File: config.mk
export PLATFORM = sky130hd
export DESIGN_NAME = flgwei_tx
export DESIGN_NICKNAME = d
export VERILOG_FILES = /design/src/rtl/flgwei_tx_pkg.sv /design/src/rtl/flgwei_tx_mux.sv /design/src/rtl/flgwei_tx.sv
export SDC_FILE = /design/constraint.sdc
export NUM_CORES = 2
export LEC_CHECK = 0
export CAP_MARGIN = 10
export CORE_MARGIN = 5
export CORE_UTILIZATION = 50
export DETAILED_ROUTE_END_ITERATION = 16
export PLACE_DENSITY = 0.73
export SLEW_MARGIN = 30
export SYNTH_ARGS = -nofsm -noshare
export SYNTH_HDL_FRONTEND = slang
export SYNTH_HIERARCHICAL = 1
export SYNTH_SLANG_ARGS = --single-unit
export TNS_END_PERCENT = 1
File: constraint.sdc
create_clock -name clk -period 67.9 [get_ports clk]
set_clock_uncertainty 0.2 [all_clocks]
set_input_delay 13.58 -clock clk [delete_from_list [all_inputs] [get_ports clk]]
set_output_delay 13.58 -clock clk [all_outputs]
set_load 0.05 [all_outputs]
File: src/rtl/flgwei_tx_pkg.sv
// Shared definitions for the flag/weight load interface (transmit side and register-file receiver).
package flgwei_tx_pkg;

    localparam int unsigned DATA_WIDTH_DEF = 32;
    localparam int unsigned ADDR_WIDTH_DEF = 5;
    localparam int unsigned WR_NUM_DEF     = 2;
    localparam int unsigned RD_NUM_DEF     = 27;

    // FSM state encoding
    localparam logic [1:0] IDLE = 2'd0;
    localparam logic [1:0] CLR  = 2'd1;
    localparam logic [1:0] SEND = 2'd2;

    // Number of beats per frame: RD_NUM words plus one pad word, WR_NUM words per beat.
    function automatic int unsigned calc_num_beat(input int unsigned rd_num, input int unsigned wr_num);
        return (rd_num + 1) / wr_num;
    endfunction

    // Frame index of the first word carried by a given beat.
    function automatic int unsigned beat_base_word(input int unsigned beat, input int unsigned wr_num);
        return beat * wr_num;
    endfunction

endpackage

File: src/rtl/flgwei_tx_mux.sv
// Beat selector: picks WR_NUM consecutive words of the active frame, zero beyond the last word.
module flgwei_tx_mux
    import flgwei_tx_pkg::*;
#(
    parameter int unsigned DATA_WIDTH = DATA_WIDTH_DEF,
    parameter int unsigned ADDR_WIDTH = ADDR_WIDTH_DEF,
    parameter int unsigned WR_NUM     = WR_NUM_DEF,
    parameter int unsigned RD_NUM     = RD_NUM_DEF
) (
    input  logic [DATA_WIDTH*RD_NUM-1:0] frame,
    input  logic [ADDR_WIDTH-1:0]        beat,
    output logic [DATA_WIDTH*WR_NUM-1:0] words_c
);

    localparam int unsigned IW = ADDR_WIDTH + 1;

    // Compare-based select; indices >= RD_NUM never match and stay zero (pad)
    always_comb begin
        words_c = '0;
        for (int k = 0; k < WR_NUM; k++) begin
            for (int j = 0; j < RD_NUM; j++) begin
                if ((IW'(beat) * IW'(WR_NUM) + IW'(k)) == IW'(j)) begin
                    words_c[k*DATA_WIDTH +: DATA_WIDTH] = frame[j*DATA_WIDTH +: DATA_WIDTH];
                end
            end
        end
    end

endmodule

File: src/rtl/flgwei_tx.sv
// Flag/weight transmit: single-slot frame buffer, clear pulse per frame, beat serializer.
module flgwei_tx
    import flgwei_tx_pkg::*;
#(
    parameter int unsigned DATA_WIDTH = DATA_WIDTH_DEF,
    parameter int unsigned ADDR_WIDTH = ADDR_WIDTH_DEF,
    parameter int unsigned WR_NUM     = WR_NUM_DEF,
    parameter int unsigned RD_NUM     = RD_NUM_DEF
) (
    input  logic                         clk,
    input  logic                         rst,
    input  logic                         reset,
    input  logic                         load_val,
    output logic                         load_rdy,
    input  logic [DATA_WIDTH*RD_NUM-1:0] load_data,
    output logic                         dataout_clr,
    output logic                         dataout_val,
    input  logic                         dataout_rdy,
    output logic [DATA_WIDTH*WR_NUM-1:0] dataout,
    output logic                         frame_done
);

    localparam int unsigned NUM_BEAT = calc_num_beat(RD_NUM, WR_NUM);
    localparam logic [ADDR_WIDTH-1:0] LAST_BEAT = ADDR_WIDTH'(NUM_BEAT - 1);

    logic [1:0]                   state, state_d;
    logic [ADDR_WIDTH-1:0]        beat, beat_d;
    logic                         pend_full;
    logic [DATA_WIDTH*RD_NUM-1:0] pend_data;
    logic [DATA_WIDTH*RD_NUM-1:0] act_data;
    logic                         xfer;
    logic                         load_fire;
    logic [DATA_WIDTH*WR_NUM-1:0] beat_words;

    assign load_fire = load_val && !pend_full;

    // Next state, beat counter and pending->active transfer decision
    always_comb begin
        state_d = state;
        beat_d  = beat;
        xfer    = 1'b0;
        case (state)
            IDLE: begin
                if (pend_full) begin
                    xfer    = 1'b1;
                    state_d = CLR;
                end
            end
            CLR: begin
                beat_d  = '0;
                state_d = SEND;
            end
            SEND: begin
                if (dataout_rdy) begin
                    if (beat == LAST_BEAT) begin
                        beat_d = '0;
                        if (pend_full) begin
                            xfer    = 1'b1;
                            state_d = CLR;
                        end else begin
                            state_d = IDLE;
                        end
                    end else begin
                        beat_d = beat + ADDR_WIDTH'(1);
                    end
                end
            end
            default: state_d = IDLE;
        endcase
    end

    // State, beat, pending slot and active frame registers
    always_ff @(posedge clk or posedge rst) begin
        if (rst) begin
            state     <= IDLE;
            beat      <= '0;
            pend_full <= 1'b0;
            pend_data <= '0;
            act_data  <= '0;
        end else if (reset) begin
            state     <= IDLE;
            beat      <= '0;
            pend_full <= 1'b0;
            pend_data <= '0;
            act_data  <= '0;
        end else begin
            state     <= state_d;
            beat      <= beat_d;
            pend_full <= load_fire || (pend_full && !xfer);
            if (load_fire) begin
                pend_data <= load_data;
            end
            if (xfer) begin
                act_data <= pend_data;
            end
        end
    end

    flgwei_tx_mux #(
        .DATA_WIDTH (DATA_WIDTH),
        .ADDR_WIDTH (ADDR_WIDTH),
        .WR_NUM     (WR_NUM),
        .RD_NUM     (RD_NUM)
    ) u_mux (
        .frame   (act_data),
        .beat    (beat),
        .words_c (beat_words)
    );

    // Output decode from registered state; frame_done marks acceptance of the last beat
    always_comb begin
        load_rdy    = !pend_full;
        dataout_clr = (state == CLR);
        dataout_val = (state == SEND);
        dataout     = (state == SEND) ? beat_words : '0;
        frame_done  = (state == SEND) && dataout_rdy && (beat == LAST_BEAT) && !reset;
    end

endmodule

==> impl_metrics.env <==
export IMPL_pwr_share_comb_pct=10.1
export IMPL_p_switching_mw=0.617
export IMPL_synth_warnings=6
export IMPL_syn_cell_area_mm2=0.0757
export IMPL_hp_class="reg -> reg"
export IMPL_start_util_pct=50.4
export IMPL_seq_area_frac_synth_pct=57.4
export IMPL_cts_max_path_buffers=3
export IMPL_crit_fanout=4
export IMPL_timing_fmax_mhz=34.1
export IMPL_place_area_mm2=0.0845
export IMPL_root_buffer="clkbuf_16"
export IMPL_synthArstFlopShare_pct=100
export IMPL_drive_above_1_share_pct=14.2
export IMPL_chipHeight_um=399
export IMPL_die_area_mm2=0.159
export IMPL_grt_overflow_total=0
export IMPL_wl_per_cell_um=31.9
export IMPL_syn_nets=7796
export IMPL_use_met1_pct=50.4
export IMPL_antenna_found_initial=160
export IMPL_drt_first_pass_iters=6
export IMPL_clock_power_share_pct=43.3
export IMPL_hold_buffers=0
export IMPL_dp_cells=9389
export IMPL_worst_slew_pin_slew_ps=1220
export IMPL_num_rows=142
export IMPL_fin_tns_setup_ps=0
export IMPL_post_cts_setup_buffer_count=0
export IMPL_cts_made_buffers=183
export IMPL_post_drt_via_cell_ratio=6.34
export IMPL_critPathKind="in -> out"
export IMPL_period_share_pct=43.1
export IMPL_worst_setup_path_start_kind="primary input"
export IMPL_clkSinkCount=1736
export IMPL_gr_usage_all_layers_pct=38.3
export IMPL_insertion_delay_ps=820
export IMPL_setup_violations=0
export IMPL_gp_congestion=0.952
export IMPL_cts_tree="built"
export IMPL_cp_arrival_ps=15510
export IMPL_wl_mm=314
export IMPL_status="complete, no violations"
export IMPL_cap_violations=0
export IMPL_clkSlewWorstSetupHoldPaths_ps=60
export IMPL_yosysMostFrequentCell="dfrtp_1"
export IMPL_drc=0
export IMPL_antenna_left=0
export IMPL_post_cts_resized=0
export IMPL_io_pins=937
export IMPL_synth_top_cells_by_area="dfrtp_1 57%, a22o_1 10%, nand2_1 8.1%"
export IMPL_numPortBuffers=936
export IMPL_period_minus_slack_ps=29290
export IMPL_netSwitchingFraction_pct=25.8
export IMPL_grt_max_degree=180
export IMPL_grt_pass1_vias=60100
export IMPL_final_area_mm2=0.0911
export IMPL_busiest_layer="met2"
export IMPL_synthTopCellsByCount="1736 x dfrtp_1, 1640 x nand2_1, 902 x a22o_1"
export IMPL_final_cells=9831
export IMPL_cp_end_kind="primary output"
export IMPL_layout_nets=8434
export IMPL_rsz0062_at_grt="false"
export IMPL_finalHoldViolCount=0
export IMPL_core_area_mm2=0.150
export IMPL_required_ps=54120
export IMPL_max_slew_margin_pct=18.9
export IMPL_worst_ir_drop_vdd_v=0.0000238
export IMPL_dp_hpwl_mm=221
export IMPL_use_met3_pct=12.3
export IMPL_p_leak_nw=38.2
export IMPL_ys_flop_type="dfrtp_1"
export IMPL_dieWidth_um=399
export IMPL_seq_power_share_pct=46.6
export IMPL_ys_ff_latch=1736
export IMPL_intPower_mw=1.77
export IMPL_synth_top_cell_area_share_pct=57.4
export IMPL_drtIter0Drc=7547
export IMPL_cellPowerDensity_mw_per_mm2=26.2
export IMPL_yosys_area_top_type="dfrtp_1"
export IMPL_slew_viol_final=0
export IMPL_h_tree_depth=4
export IMPL_use_met2_pct=55.1
export IMPL_netlist_instances=6925
export IMPL_synth_distinct_cells=85
export IMPL_synthToLayoutAreaGrowth_pct=20.4
export IMPL_vias=62400
export IMPL_synth_edff_count=0
export IMPL_grt_pass1_wl_mm=439
export IMPL_avgSynthCellArea_um2=10.9
[worst max-delay path, cell delays in order]
cell and delay [ps]:
clkdlybuf4s50_1 650, nand2_1 150, nor3_1 270, clkdlybuf4s50_1 870
[cell type report]
| cell class | instances | area, µm² |
|---|---|---|
| fill | 12500 | 59000 |
| sequential | 1736 | 43500 |
| multi-input combinational | 4557 | 28000 |
| timing repair buffer | 1072 | 10600 |
| clock buffer | 267 | 5340 |
| tap | 2016 | 2520 |
| clock inverter | 65 | 828 |
| antenna | 105 | 263 |
| inverter | 13 | 57.6 |
[cells in the final DEF, fill, tap and decap left out, drive strengths merged, types with 12 or more instances in the layout]
cell type and n:
nand2 1800, dfrtp 1736, a21oi 979, clkdlybuf4s50 935, a22o 902, clkbuf 267, o21ai 146, buf 137
diode 105, o22ai 94, and2 68, mux2i 66, nor2 59, clkinv 41, a22oi 36, mux2 27
nand3 25, o221ai 25, a31oi 22, nor3 22, inv 20, a221o 18, nand2b 17, a222oi 17
a211oi 16, bufinv 13, a221oi 13, a2111oi 13, a211o 12, o211ai 12, o21a 12, nor2b 12
[registers in the layout (all words and copies together) (netlist names)]
| name | count |
|---|---|
| pend_full | 1 |
| beat | 5 |
| act_data | 864 |
| pend_data | 864 |
| state | 2 |
[power groups by stage]
stage | Clock, mW | Combinational [mW] | Sequential [mW]
floorplan | 0 | 0.156 | 1.12
global placement | 0 | 0.233 | 1.13
detailed placement | 0 | 0.236 | 1.13
CTS | 1.04 | 0.237 | 1.11
global route | 1.08 | 0.256 | 1.12
finish | 1.03 | 0.241 | 1.11
[final timing paths]
path	slack, ps	to	startpoint	cells past startpoint
worst max register to register	61950	act_data[287]	beat[0]	10
worst min-delay path	300	pend_data[632]	pend_data[632]	1
max in group asynchronous	50070	act_data[376]	rst	8
min in group asynchronous	13100	pend_data[533]	rst	2
worst max-delay path	38610	frame_done	dataout_rdy	4
worst min register to register	300	pend_data[632]	pend_data[632]	1
[stage by stage]
step / power, mW / setup slack (ps) / utilization [%] / hold slack [ps]
5_1_grt: 2.45 / 38530 / 60.6 / 305
4_1_cts: 2.39 / 38630 / 60.4 / 302
3_5_place_dp: 1.37 / 38640 / 56.3 / 281
6_report: 2.39 / 38610 / 60.7 / 297
2_1_floorplan: 1.28 / 5120 / - / 266
3_3_place_gp: 1.36 / 38640 / 56.2 / 282
[routing by layer]
layer	vias to the layer above	wire (µm)
met1	32000	119000
met3	703	35900
li1	26000	-
met2	3680	138000
met5	-	250
met4	42	20400
[cell families (layout without fill, tap and decap cells)]
group,count (synthesis),after routing,synth area share (%)
fa+ha+maj,2,2,0.0331
flops,1736,1736,57.4
buf+inv,632,1417,5.78
mux,93,93,1.28
other cells,0,105,0
compound gates,2391,2391,23.8
simple gates,2071,2071,11.7
No activity file was read; power rests on OpenSTA's default activity.
